--- src/rtl/vedic_mul_arbiter.sv ---
// Round-robin front end sharing one pipelined multiplier between N_REQ requesters.
// Carries a valid/ID shadow pipeline aligned with the multiplier latency.
module vedic_mul_arbiter #(
  parameter int unsigned N_REQ   = 4,
  parameter int unsigned ID_W    = 2,
  parameter int unsigned DW      = 64,
  parameter int unsigned MUL_LAT = 6
) (
  input  logic                  clk,
  input  logic                  rst_n,
  input  logic                  issue_en,
  input  logic [N_REQ-1:0]      req_valid,
  input  logic [N_REQ*DW-1:0]   req_a,
  input  logic [N_REQ*DW-1:0]   req_b,
  output logic [N_REQ-1:0]      req_ready,
  output logic [DW-1:0]         mul_a,
  output logic [DW-1:0]         mul_b,
  input  logic [2*DW-1:0]       mul_s,
  output logic                  rsp_valid,
  output logic [ID_W-1:0]       rsp_id,
  output logic [2*DW-1:0]       rsp_s,
  output logic                  busy
);

  // Stage 0 loads with the operand registers; the last stage lines up with mul_s.
  localparam int unsigned Depth = MUL_LAT + 1;

  logic [ID_W-1:0] ptr_q, ptr_d;
  logic            grant;
  logic [ID_W-1:0] win_id;
  logic [DW-1:0]   mul_a_q, mul_b_q;
  logic [Depth-1:0] sv_q;
  logic [ID_W-1:0]  sid_q [Depth];

  always_comb begin
    int unsigned idx;
    grant     = 1'b0;
    win_id    = '0;
    req_ready = '0;
    idx       = 0;
    if (issue_en && rst_n) begin
      for (int j = 0; j < int'(N_REQ); j++) begin
        idx = (32'(ptr_q) + 32'(j)) % N_REQ;
        if (!grant && req_valid[idx]) begin
          grant  = 1'b1;
          win_id = ID_W'(idx);
        end
      end
    end
    if (grant) begin
      req_ready[win_id] = 1'b1;
    end
  end

  always_comb begin
    ptr_d = ptr_q;
    if (grant) begin
      ptr_d = ID_W'((32'(win_id) + 32'd1) % N_REQ);
    end
  end

  always_ff @(posedge clk or negedge rst_n) begin
    if (!rst_n) begin
      ptr_q   <= '0;
      mul_a_q <= '0;
      mul_b_q <= '0;
    end else begin
      ptr_q <= ptr_d;
      if (grant) begin
        mul_a_q <= req_a[32'(win_id)*DW +: DW];
        mul_b_q <= req_b[32'(win_id)*DW +: DW];
      end
    end
  end

  always_ff @(posedge clk or negedge rst_n) begin
    if (!rst_n) begin
      sv_q <= '0;
      for (int i = 0; i < int'(Depth); i++) begin
        sid_q[i] <= '0;
      end
    end else begin
      sv_q     <= {sv_q[Depth-2:0], grant};
      sid_q[0] <= win_id;
      for (int i = 1; i < int'(Depth); i++) begin
        sid_q[i] <= sid_q[i-1];
      end
    end
  end

  assign mul_a     = mul_a_q;
  assign mul_b     = mul_b_q;
  assign rsp_valid = sv_q[Depth-1];
  assign rsp_id    = sid_q[Depth-1];
  assign rsp_s     = mul_s;
  assign busy      = |sv_q;

endmodule

--- config.mk ---
export PLATFORM = sky130hd
export DESIGN_NAME = vedic_mul_arbiter
export DESIGN_NICKNAME = d
export VERILOG_FILES = /design/src/rtl/vedic_mul_arbiter.sv
export SDC_FILE = /design/constraint.sdc
export NUM_CORES = 1
export LEC_CHECK = 0
export BUFFER_PORTS_ARGS = -buffer_cell sky130_fd_sc_hd__buf_2
export CORE_AREA = 4 4 352 354
export CTS_BUF_LIST = sky130_fd_sc_hd__clkbuf_2
export CTS_CLUSTER_SIZE = 20
export DETAILED_ROUTE_END_ITERATION = 10
export DIE_AREA = 0 0 356 358
export SLEW_MARGIN = 20
export SYNTH_ARGS = -nofsm -noshare
export SYNTH_HDL_FRONTEND = slang
export SYNTH_SLANG_ARGS = --single-unit
--- constraint.sdc ---
create_clock -name clk -period 6.35 [get_ports clk]
set_clock_uncertainty 0.05 [all_clocks]
set_input_delay 0.635 -clock clk [delete_from_list [all_inputs] [get_ports clk]]
set_output_delay 0.635 -clock clk [all_outputs]
set_load 0.005 [all_outputs]
Word-level counts from Yosys, hierarchy flattened:

Index checks and enable logic that the tools add are counted.

* register bits after elaboration: 151
* word-level logic and storage cells: 56
* output and inout port bits: 264
* input port bits: 647

* reductions and logical operators: 9
* $add $sub $neg: 4
* muxes and demuxes: 24
* magnitude comparators: 6
* shift-type cells: 2

Operator list (number)
* variable part select 256 x 9 -> 64 bit: 2
* < comparator 2 x 3 -> 1 bit (second input constant): 5
* 2-to-1 mux 1 bit: 13
* 2-to-1 mux 2 bit: 5
* binary-select mux 1 bit (select 2 bit): 4
* OR reduction 7 bit: 1
* logical AND 1 bit: 5
* adder 2 x 1 -> 2 bit (second input constant): 2
* adder 2 bit (second input constant): 2
* 2-to-1 mux 4 bit: 1
* logical NOT 1 bit: 3
* demux 1 bit (select 2 bit): 1
* >= comparator 2 x 1 -> 1 bit (second input constant): 1

Longest topological paths before layout:

* word-level depth: 21
* gate-level depth with buffers: 8
* mapped depth without buffers: 6

Worst setup path before layout:

OpenSTA, ideal clock, no wires.

* path kind: input to output
* start point: in req_valid[0]
* end point: out req_ready[0]
* arrival: 1991 ps
* path buffers: 2
* slack: 3674 ps
* required time: 5665 ps
* stages on the path: 7
* path through: nor4bb_1 > a21oi_1 > a211oi_2 > nand2b_1 > buf_2 > buf_2 > nor2_1

* longest elaborated chain between the ends: 21
* elaborated cells on any way between the ends: 33
* classes of those cells: 2 x order compare; 24 x mux; 7 x reduce/logical

Ends and longest elaborated chain
* start: declaration: RTL line 12 `input logic [N_REQ-1:0] req_valid,`
* binary-select mux 1 bit (select 2 bit): RTL line 44 `if (!grant && req_valid[idx]) begin`
* 2-to-1 mux 1 bit (not written as such): RTL line 44
* 2-to-1 mux 1 bit: RTL line 44
* 2-to-1 mux 1 bit: RTL line 41 `if (issue_en && rst_n) begin`
* logical NOT 1 bit: RTL line 44
* logical AND 1 bit: RTL line 44
* 2-to-1 mux 1 bit: RTL line 44
* 2-to-1 mux 1 bit: RTL line 41
* [5 not listed]
* logical AND 1 bit: RTL line 44
* 2-to-1 mux 2 bit: RTL line 44
* 2-to-1 mux 2 bit: RTL line 41
* < comparator 2 x 3 -> 1 bit (not written as such) or >= comparator 2 x 1 -> 1 bit (tied branches): RTL line 51 `req_ready[win_id] = 1'b1;`
* logical AND 1 bit (not written as such): RTL line 51
* 2-to-1 mux 1 bit (not written as such): RTL line 51
* demux 1 bit (select 2 bit): RTL line 51
* 2-to-1 mux 4 bit *: RTL line 50 `if (grant) begin`
* end: declaration: RTL line 15 `output logic [N_REQ-1:0] req_ready,`

Mark *: on every way between the ends. The rest lies on a longest branch, timed or not. The select of a mux whose other input is x is not followed.

Worst setup path after layout:

* start point: in rst_n
* end point: reg mul_a_q[59], in the netlist mul_a[59]

* longest elaborated chain between the ends: 3
* elaborated cells on any way between the ends: 4
* classes of those cells: 1 x shift; 2 x mux; 1 x reduce/logical

Ends and longest elaborated chain
* start: declaration: RTL line 10 `input logic rst_n,`
* logical AND 1 bit *: RTL line 41
* 2-to-1 mux 2 bit: RTL line 41
* variable part select 256 x 9 -> 64 bit: RTL line 70 `mul_a_q <= req_a[32'(win_id)*DW +: DW];`
* end signal: assignment: RTL line 70
* end: declaration: RTL line 31 `logic [DW-1:0] mul_a_q, mul_b_q;`

Mark *: on every way between the ends. The rest lies on a longest branch, timed or not.
A chain may end at the register's enable or synchronous reset.

==> impl_results.md <==
* Routability-driven placement congestion ratio at 0.806
* Switching Fraction at 38.8%
* DRC at 0
* Post-Synth Simple-Gate Area at 1.15%
* Crit start category: input port
* Buffers from clock root to sink, at most at 2
* Post-Synthesis Cells at 1069
* Worst setup path category: input port to register
* Count of synthesis-stage warnings from yosys at 0
* Initial Util at 8.66%
* Global-route wire length before repair at 106 mm
* Number of antenna violations at the first check in global routing at 41
* Net switching power at 1.53 mW
* Pre-CTS worst setup slack at 2.23 ns
* Number of synthesized register bits at 151
* Count of nets left with antenna violations after detail routing at 0
* Clock period minus worst slack at 4.72 ns
* Arrival time at the worst endpoint at 5.78 ns
* Via Count at 13.6k
* Width of the chip at 356 µm
* Unrepaired setup endpoints after global routing: false
* Share of cells above drive strength 1 at 35.7%
* Most common library cells after synthesis: sky130_fd_sc_hd__a211oi_1, sky130_fd_sc_hd__dfrtp_1, sky130_fd_sc_hd__a21oi_1
* Hold violation total from the final report at 0
* Ys flop type: sky130_fd_sc_hd__dfrtp_1
* Clock sink count at 151
* Clock share of power at 18.0%
* Power Total at 3.94 mW
* Total number of nets in the final design at 2614
* HPWL after DPL at 60.9 mm
* Clock root cell: sky130_fd_sc_hd__clkbuf_2
* Cell Count Post-Placement at 3120
* Cell internal power dissipation at 2.41 mW
* Core box area at 121000 µm²
* IR Drop Worst-Case VDD at 0.000119 V
* Combinational share of power at 46.3%
* Cell row count at 128
* Fraction of the cycle the final worst path needs at 74.4%
* Cell area after layout at 19300 µm²
* Post-CTS Setup Inserts at 0
* Power Density at 204 nW/µm²
* Detailed Route Iter0 Violations at 896
* Clock-pin slew on the worst setup and hold paths at 0.36 ns
* Dominant combinational cell family by area after synthesis: compound AO/OA/AOI/OAI gates
* Portion of synthesized cell area occupied by the leading cell type at 36.0%
* Worst reg2reg path startpoint: ptr_q[1]
* Library cell with the highest instance count after synthesis: sky130_fd_sc_hd__a211oi_1
* Minimum setup slack in the final design at 1.63 ns
* Capturing element type of the critical path: register
* CTS H-Tree Depth at 4
* Count of placed standard cells in the final layout, fillers left out at 3622
* Mean cell area of the mapped netlist at 9.81 µm²
* Utilization of the core after routing at 16.0%
* Result of the run: finished clean
* Netlist area before placement at 10500 µm²
* Largest cells by area after synthesis: sky130_fd_sc_hd__dfrtp_1, sky130_fd_sc_hd__a211oi_1, sky130_fd_sc_hd__mux2i_1
* Vertical die dimension at 358 µm
* Reg power frac at 35.7%
* GR Util All Layers at 11.9%
* Number of distinct library cells after synthesis at 29
* # IOs at 911
* Average vias per placed instance at 3.75
* Slack of the worst reg-to-reg path at 1.90 ns
* Average routed wire per standard cell at 22.3 µm
* Startpoint of the worst setup timing path: rst_n
* Buffers added on ports at 654
* Portion of netlist area occupied by mux cells at 12.2%
* Die Outline Area at 127000 µm²
* R2r worst-path depth at 10
* Setup total negative slack at 0 ns
* Net count after synthesis at 1716
* Capturing instance or port of the critical path: mul_a[59]
* # Max-Cap Violations at 0
* TritonCTS clock tree: done
* Leak pwr at 8.76 nW
* Total routed wirelength at 80.8 mm
* Grt ovf at 0
* Worst r2r dst: mul_a[59]
* Post-synth top area cell: sky130_fd_sc_hd__dfrtp_1
* Adder and majority cell fraction of the synthesized area at 0%
* Worst Max-Slew Pin Slew at 1.04 ns
* Insertion delay of the later-clocked pin in the worst-skew pair at 1.08 ns
* Maximum fanout count along the critical path at 59
* Max-slew headroom at the worst pin at 30.4%
* Layout area overhead at 84.4%
* Required time of the critical path at 7.40 ns
* Worst hold-check slack at 0.250 ns
* Number of buffers added by the clock tree synthesis step at 17
* Final-report setup violation count at 0
* Type of the most critical hold path: register to register
* Maximum achievable frequency at 212 MHz
* Share of flip-flops with an asynchronous set or reset at 100%
* Post-synth EDFFs at 0
* Max-slew violation total from the final report at 0
* Largest net degree at the start of global routing at 207
* Xor/xnor cell area share of the yosys netlist at 0%
* Placement-stage cell area at 14500 µm²
* Via count of the first global-routing pass at 13.5k
* First-pass DRT Iterations at 5
* Synth Area in Compound Gates at 36.1%
* Portion of the post-synthesis area used by sequential elements at 36.0%
## power by group through the flow
stage / Sequential (mW) / Clock (mW) / Combinational (mW)
after floorplan: 1.39 / 0 / 0.702
after global placement: 1.40 / 0 / 1.29
after detailed placement: 1.41 / 0 / 1.31
after CTS: 1.39 / 0.773 / 1.79
after global routing: 1.44 / 0.800 / 1.97
final: 1.41 / 0.710 / 1.82
## cells by family (layout without fill, tap and decap cells)
family	after synthesis	after routing
buffers and inverters	245	1156
AOI/OAI and AO/OA	523	523
muxes	128	128
DFF	151	151
other	0	17
and+or+nand+nor	22	22
## per-layer routing
layer / track usage [%] / part of all wire (%)
met5: 0 / 0.056
met4: 4.59 / 3.9
met3: 7.44 / 14
met2: 19.2 / 46
met1: 12.6 / 36
## flip-flops by register name (all words and copies together) (netlist names)
| register | cells |
|---|---|
| mul_b | 64 |
| sid_q | 12 |
| mul_a | 64 |
| rsp_id | 2 |
| sv_q | 7 |
| ptr_q | 2 |
## worst min-delay path by stage
stage                          start        end  slack [ns]  cells after the start
after floorplan             sid_q[2]  rsp_id[0]        0.28                      0
after global placement      sid_q[7]   sid_q[5]        0.28                      0
after detailed placement    sid_q[6]   sid_q[4]        0.28                      0
after CTS                 req_b[131]   mul_b[3]       0.003                      4
after global routing      req_b[130]   mul_b[2]        0.04                      4
final                       sid_q[4]   sid_q[2]        0.25                      0
## layout by cell type, fill, tap and decap left out, drive strengths merged, types with 2 or more instances in the layout
cell type / n
a21oi: 131
a211oi: 257
nand2b: 2
a21o: 2
nor2b: 2
mux2i: 128
inv: 6
bufinv: 3
diode: 17
o32ai: 128
nor4bb: 2
buf: 670
dlygate4sd3: 451
clkinvlp: 2
and2: 2
clkinv: 5
dfrtp: 151
nand2: 4
nor2: 6
clkbuf: 19
## what timing repair did
| action | in CTS | in global routing |
|---|---|---|
| endpoints found under the hold margin | 235 | 0 |
| resized for setup | 0 | 0 |
| hold buffers | 452 | 0 |
## worst max-delay path, cell delays in order
cell and delay, ns:
sky130_fd_sc_hd__dlygate4sd3_1 0.57, sky130_fd_sc_hd__dlygate4sd3_1 0.60, sky130_fd_sc_hd__clkbuf_8 0.18, sky130_fd_sc_hd__nand2_1 0.17, sky130_fd_sc_hd__a21oi_1 0.10, sky130_fd_sc_hd__o311ai_4 0.07
sky130_fd_sc_hd__buf_4 0.45, sky130_fd_sc_hd__buf_4 0.70, sky130_fd_sc_hd__mux2i_1 0.27, sky130_fd_sc_hd__dlygate4sd3_1 0.59, sky130_fd_sc_hd__o32ai_1 0.08, sky130_fd_sc_hd__dlygate4sd3_1 0.62
sky130_fd_sc_hd__dlygate4sd3_1 0.57
## layout make-up
class / count / area (µm²)
fillers: 13600 / 102000
repair buffers: 1122 / 7990
multi-input cells: 673 / 5210
flip-flops and latches: 151 / 3780
well taps: 1625 / 2030
clock inverters: 14 / 173
clock buffers: 18 / 90.1
diodes: 17 / 42.5
inverters: 2 / 12.5
No activity file was read; power rests on OpenSTA's default activity.
